`config.mk`:
```
export PLATFORM = sky130hd
export DESIGN_NAME = idex_stage_reg
export DESIGN_NICKNAME = d
export VERILOG_FILES = /design/src/rtl/idex_stage_reg.sv
export SDC_FILE = /design/constraint.sdc
export NUM_CORES = 1
export LEC_CHECK = 0
export CAP_MARGIN = 20
export CELL_PAD_IN_SITES_DETAIL_PLACEMENT = 0
export CELL_PAD_IN_SITES_GLOBAL_PLACEMENT = 1
export CORE_AREA = 2 2 271 273
export CTS_CLUSTER_DIAMETER = 120
export DETAILED_ROUTE_END_ITERATION = 8
export DIE_AREA = 0 0 273 275
export PLACE_DENSITY = 0.52
export SLEW_MARGIN = 20
export SYNTH_ARGS = -nofsm -noshare
export SYNTH_HDL_FRONTEND = slang
export SYNTH_SLANG_ARGS = --single-unit
```
`constraint.sdc`:
```
create_clock -name clk -period 2.8 [get_ports clk]
set_clock_uncertainty 0.1 [all_clocks]
set_input_delay 0.42 -clock clk [delete_from_list [all_inputs] [get_ports clk]]
set_output_delay 0.42 -clock clk [all_outputs]
set_load 0.01 [all_outputs]
```
`src/rtl/idex_stage_reg.sv`:
```
// Decode->execute pipeline register: resolves forwarded operands, inserts load-use bubbles,
// and runs a valid/ready handshake with flush. Optional perf counters behind IDEX_PERF_EN.
module idex_stage_reg #(
  parameter int unsigned XLEN   = 64,
  parameter int unsigned REGW   = 5,
  parameter int unsigned CTLW   = 16,
  parameter int unsigned PERF_W = 32
) (
  input  logic            clk,
  input  logic            reset_n,
  input  logic            in_valid,
  output logic            in_ready,
  input  logic [XLEN-1:0] in_pc,
  input  logic [REGW-1:0] in_ra1,
  input  logic [REGW-1:0] in_ra2,
  input  logic [XLEN-1:0] in_rd1,
  input  logic [XLEN-1:0] in_rd2,
  input  logic            fwd_a_en,
  input  logic [XLEN-1:0] fwd_a_data,
  input  logic            fwd_b_en,
  input  logic [XLEN-1:0] fwd_b_data,
  input  logic [XLEN-1:0] in_imm,
  input  logic [REGW-1:0] in_dst,
  input  logic [CTLW-1:0] in_ctl,
  input  logic            flush,
  input  logic            out_ready,
  output logic            out_valid,
  output logic [XLEN-1:0] out_pc,
  output logic [XLEN-1:0] out_srca,
  output logic [XLEN-1:0] out_srcb,
  output logic [XLEN-1:0] out_imm,
  output logic [REGW-1:0] out_dst,
  output logic [CTLW-1:0] out_ctl,
`ifdef IDEX_PERF_EN
  output logic [PERF_W-1:0] perf_bubbles,
  output logic [PERF_W-1:0] perf_holds,
`endif
  output logic            load_use
);

  logic            slotFree;
  logic            accept;
  logic [XLEN-1:0] srcA;
  logic [XLEN-1:0] srcB;

  // x0 is hard-wired zero, so it is never forwarded.
  always_comb begin
    srcA = in_rd1;
    srcB = in_rd2;
    if (in_ra1 == '0)  srcA = '0;
    else if (fwd_a_en) srcA = fwd_a_data;
    if (in_ra2 == '0)  srcB = '0;
    else if (fwd_b_en) srcB = fwd_b_data;
  end

  always_comb begin
    load_use = in_valid & out_valid & out_ctl[1] & (out_dst != '0)
             & ((out_dst == in_ra1) | (out_dst == in_ra2));
    slotFree = ~out_valid | out_ready;
    in_ready = slotFree & ~load_use & ~flush;
    accept   = in_valid & in_ready;
  end

  always_ff @(posedge clk or negedge reset_n) begin
    if (!reset_n) begin
      out_valid <= 1'b0;
      out_pc    <= '0;
      out_srca  <= '0;
      out_srcb  <= '0;
      out_imm   <= '0;
      out_dst   <= '0;
      out_ctl   <= '0;
    end else if (flush) begin
      out_valid <= 1'b0;
      out_ctl   <= '0;
    end else if (accept) begin
      out_valid <= 1'b1;
      out_pc    <= in_pc;
      out_srca  <= srcA;
      out_srcb  <= srcB;
      out_imm   <= in_imm;
      out_dst   <= in_dst;
      out_ctl   <= in_ctl;
    end else if (slotFree) begin
      out_valid <= 1'b0;
      out_ctl   <= '0;
    end
  end

`ifdef IDEX_PERF_EN
  logic bubbleEvt;
  logic holdEvt;

  always_comb begin
    bubbleEvt = ~flush & ~accept & slotFree & in_valid;
    holdEvt   = ~flush & ~accept & ~slotFree;
  end

  // Counters saturate rather than wrap.
  always_ff @(posedge clk or negedge reset_n) begin
    if (!reset_n) begin
      perf_bubbles <= '0;
      perf_holds   <= '0;
    end else begin
      if (bubbleEvt && (perf_bubbles != '1)) perf_bubbles <= perf_bubbles + 1'b1;
      if (holdEvt && (perf_holds != '1))     perf_holds   <= perf_holds + 1'b1;
    end
  end
`endif

endmodule

```
; Word level (Yosys, flattened, before mapping)
; Index checks and enable logic that the tools add are counted.
[classes]
eq_ne = 2
muxes = 10
bitwise_logic = 12
n_reduce_logical = 5
[op_table]
columns = operator, count
row1 = $mux W64, 4
row2 = $mux W16, 3
row3 = $eq A5 B5 Y1, 2
row4 = $logic_not A5 Y1, 2
row5 = $and A1 B1 Y1, 7
row6 = $reduce_bool A5 Y1, 1
row7 = $mux W1, 3
row8 = $not A1 Y1, 3
row9 = $reduce_bool A3 Y1, 1
row10 = $or A1 B1 Y1, 2
row11 = $reduce_and A2 Y1, 1
[totals]
register_bits = 278
input_bits = 422
word_cells = 36

; Longest topological paths before layout
[logic_depth]
word_depth = 10
depth_mapped = 8
ltp_nobuf = 5

; Worst setup path after synthesis
; Ideal clock, no wire load.
[synth_timing]
path_kind = register -> register
from = register out_dst[0]
to = register out_imm[23]
setup_ns = 0.125
t_arrival_ns = 2.110
t_required_ns = 2.575
setup_slack_ns = 0.465
stages_incl_launch_ff = 8
period_less_slack_ns = 2.335
cell_sequence = dfrtp_1 or4_1 o2111ai_2 o2111a_1 buf_6 buf_12 buf_12 mux2_4
[synth_between]
elab_chain_cells = 8
elab_cells_between_ends = 11
[synth_rtl]
columns = element, line_no
row1 = "start, declared", 32  ; output logic [REGW-1:0] out_dst,
row2 = "start signal, assigned", 82  ; out_dst <= in_dst;
row3 = $eq A5 B5 Y1 / $reduce_bool A5 Y1 (equally long branches), "58, 57"
row4 = $or A1 B1 Y1 / $and A1 B1 Y1 (equally long branches), "58, 57"
row5 = $and A1 B1 Y1 (*), 58  ; & ((out_dst == in_ra1) | (out_dst == in_ra2));
row6 = $not A1 Y1 (*), 60  ; in_ready = slotFree & ~load_use & ~flush;
row7 = $and A1 B1 Y1 (*) (2 in a row), 60
row8 = $and A1 B1 Y1 (*), 61  ; accept = in_valid & in_ready;
row9 = $reduce_and A2 Y1 (no source line) (*), -
row10 = "end signal, assigned", 81  ; out_imm <= in_imm;
row11 = "end, declared", 31  ; output logic [XLEN-1:0] out_imm,
; Every way passes the cells marked *; elsewhere a longest branch is shown, timed or not.
; A chain may end at the register's enable or synchronous reset.

; Final worst setup path
[layout_timing]
from = register out_dst[2]
to = output in_ready
[layout_between]
elab_chain_cells = 6
elab_cells_between_ends = 9
[layout_rtl]
columns = element, line_no
row1 = $eq A5 B5 Y1 / $reduce_bool A5 Y1 (equally long branches), "58, 57"
row2 = $or A1 B1 Y1 / $and A1 B1 Y1 (equally long branches), "58, 57"
row3 = $and A1 B1 Y1 (*), 58
row4 = $not A1 Y1 (*), 60
row5 = $and A1 B1 Y1 (*) (2 in a row), 60
row6 = "end, declared", 12  ; output logic in_ready,
; Marked as above.

==> run_results.csv <==
group,metric,value,unit
worst_setup_path,cp_data_required_time,2280,ps
die,io_pins,702,
power,power_frac_clock,34.0,%
flow_run,drv_cap,0,
sta,hold_viol,0,
synth,synth_top_family_by_area,"multiplexers",
synth,yosysUniqueCellTypes,22,
cells_and_area,fin_area,23040,um2
synth,yosysWarnings,0,
die,die_h,275,um
power,intPower,10.62,mW
cells_and_area,multiInputGateArea,5838,um2
outcome,outcome,"finished, final reports clean",
route,routed_wl,51730,um
hold_path,hp-class,"input port to asynchronous set/reset pin",
synth,synthMuxAreaShare,37.19,%
sta,setup_viol,0,
worst_setup_path,crit_path_cell_trace,"or4_4 -> o2111ai_2 -> nor2_2 -> buf_4 -> nor3b_2 -> buf_2",
sta,drv_slew,0,
sta,setup_ws,87.96,ps
synth,synth_area_per_cell,14.90,um2
route,dr.pass1.iters,4,
worst_setup_path,crit_type,"flip-flop to output pin",
synth,yosys.area_share.adder,0,%
worst_setup_path,slowest_delay,530,ps
worst_setup_path,crit_arrival,2190,ps
route,antenna_left,0,
synth,synth-seq-area-share,52.05,%
synth,synth_compound_area_share,1.301,%
cells_and_area,layout.nets,2062,
grt,grtUsageMet2,23.39,%
grt,gr-usage-met3,4.451,%
die,core-area,72340,um2
power,switching_share,27.38,%
clock_network,cts_tree,"done",
synth,ys_ff_latch,278,
sta,worst_hold_slack,232.5,ps
worst_setup_path,critPathCaptureType,"output pin",
grt,grt_max_degree,72,
grt,grt_busiest_layer,"met2",
placement,routabilityCongestion,0.7949,
clock_network,max-clock-path-buffers,3,
placement,pre_cts_slack,-311.5,ps
sta,fin_crit_sh,96.86,%
clock_network,cts_made_buffers,38,
grt,grt.overflow.total,0,
power,netSwitchingPower,4.005,mW
route,via_per_inst,3.827,
route,vias,10070,
clock_network,cts.clk_slew.worst_paths,60,ps
sta,slew_headroom,68.95,%
cells_and_area,final_cell_mix,"clkdlybuf4s50_1, dfrtp_1, mux2_4",
grt,antenna_found_initial,7,
synth,synth_nets,1319,
sta,rsz0062_at_grt,"yes",
grt,grt_usage,13.17,%
power,peakVddDrop,394.5,uV
power,p_comb_share,30.5,%
power,power_density,634.9,nW/um2
route,first_iter_violations,300,
worst_setup_path,cp_max_fo,2,
clock_network,htree_levels,2,
worst_setup_path,worstReg2RegStart,"out_dst[2]",
clock_network,insertion_delay,560,ps
power,p_seq_share,35.6,%
clock_network,root_buffer,"clkbuf_16",
placement,dp_cells,2556,
grt,grt_use_met1,14.83,%
die,rows,99,
power,p_leak,9.956,nW
placement,placed_cell_area,21700,um2
worst_setup_path,critPathLaunchType,"flip-flop",
synth,syn_area,13370,um2
die,dieArea,75080,um2
synth,synth_cells,897,
sta,finalSetupTns,0,ps
grt,grt_pass1_vias,11010,
power,total_power,14.63,mW
placement,post-dp-hpwl,40210,um
cells_and_area,final_util,31.85,%
cells_and_area,regArea,6957,um2
worst_setup_path,worst_path_max_delay_cell,"or4_4",
die,start_util,18.48,%
sta,fin_crit,2712,ps
route,drcViolationCount,0,
clock_network,cts.sinks,278,
cells_and_area,instances_no_fill,2632,
synth,yosys.area_share.simple,4.156,%
route,wl_per_cell,19.66,um
sta,max_freq,0.3687,GHz
sta,timing_worst_slew_pin_value,465.7,ps
cells_and_area,layout-drive-gt1-share,23.79,%
cells_and_area,layout_commonest_cell,"clkdlybuf4s50_1",
die,die_x,273,um
worst_setup_path,critPathLaunch,"out_dst[2]",
grt,grt_pass1_wl,74160,um
cells_and_area,fillerInstances,7271,
cells_and_area,syn_to_final_growth,72.36,%
synth,synthXorXnorAreaFrac,0.6552,%
placement,portBuffers,701,
==> timing repair <==
item                                    in CTS  in global routing
endpoints found under the hold margin       44                  0
pin swaps                                    5                  4
endpoints found under the setup margin       2                  2
resized for setup                            8                  6
setup buffers                                2                  0
hold buffers                                 1                  0
==> cells by family after synthesis <==
group,after synthesis
compound gates,19
xor+xnor,10
buf+inv,59
flops,278
mux,389
simple gates,142
==> flip-flops by register name, indices dropped and copies added, names as in the netlist <==
| signal | count |
|---|---|
| out_ctl | 16 |
| out_dst | 5 |
| out_imm | 64 |
| out_pc | 64 |
| out_srca | 64 |
| out_srcb | 64 |
| out_valid | 1 |
==> worst paths after layout <==
check	end	slack, ps	depth (start not counted)
max	in_ready	90	6
max reg2reg	out_pc[45]	220	7
max in group asynchronous	out_srcb[6]	1560	3
min reg2reg	out_ctl[3]	400	1
min	out_srcb[31]	230	2
min in group clk	out_ctl[1]	360	2
==> power by group through the flow <==
stage               sequential, mW  clock [mW]  combinational, mW
CTS                           5.22        5.17               4.54
finish                        5.21        4.97               4.45
global route                  5.31        5.37               4.71
global placement              5.25           0               4.51
detailed placement            5.25           0               4.51
floorplan                     5.56           0               1.46
==> critical path, delay by kind of cell, from the launching register on <==
family | cells | cell delay [ps]
buffers and inverters | 2 | 290
flip-flops | 1 | 380
AND/OR/NAND/NOR | 3 | 750
AO/OA/AOI/OAI | 1 | 220
==> cell type report <==
type                            instances  share of cell area, %
Clock buffer                           56                  4.904
Clock inverter                         13                 0.6463
Timing Repair Buffer                  761                  33.64
Inverter                                1                0.01629
Sequential cell                       278                  30.20
Multi-Input combinational cell        560                  25.34
Antenna cell                            4                0.04345
Tap cell                              959                  5.208
==> Yosys cell counts <==
library cell	count	area, um2
dfrtp_1	278	6957
mux2_4	200	3003
nor2_1	134	503.0
mux2i_1	128	1281
mux2_2	61	686.9
buf_12	22	440.4
clkbuf_1	21	78.83
a22o_1	16	140.1
xor2_1	10	87.58
buf_1	6	22.52
buf_4	5	37.54
buf_6	3	33.78
or4_1	3	22.52
nor3_1	2	10.01
a22oi_1	1	7.510
buf_2	1	5.000
inv_1	1	3.750
nand2b_1	1	6.260
nor3b_1	1	7.510
o2111a_1	1	11.26
o2111ai_2	1	15.01
or2_2	1	6.260
==> layer usage <==
layer | wire, um | share of wire (%)
met4 | 1194 | 2.3
met5 | 13 | 0.025
met1 | 19680 | 38
met2 | 26710 | 52
met3 | 4134 | 8.0
Note: power is estimated with default switching activity, not from simulation.
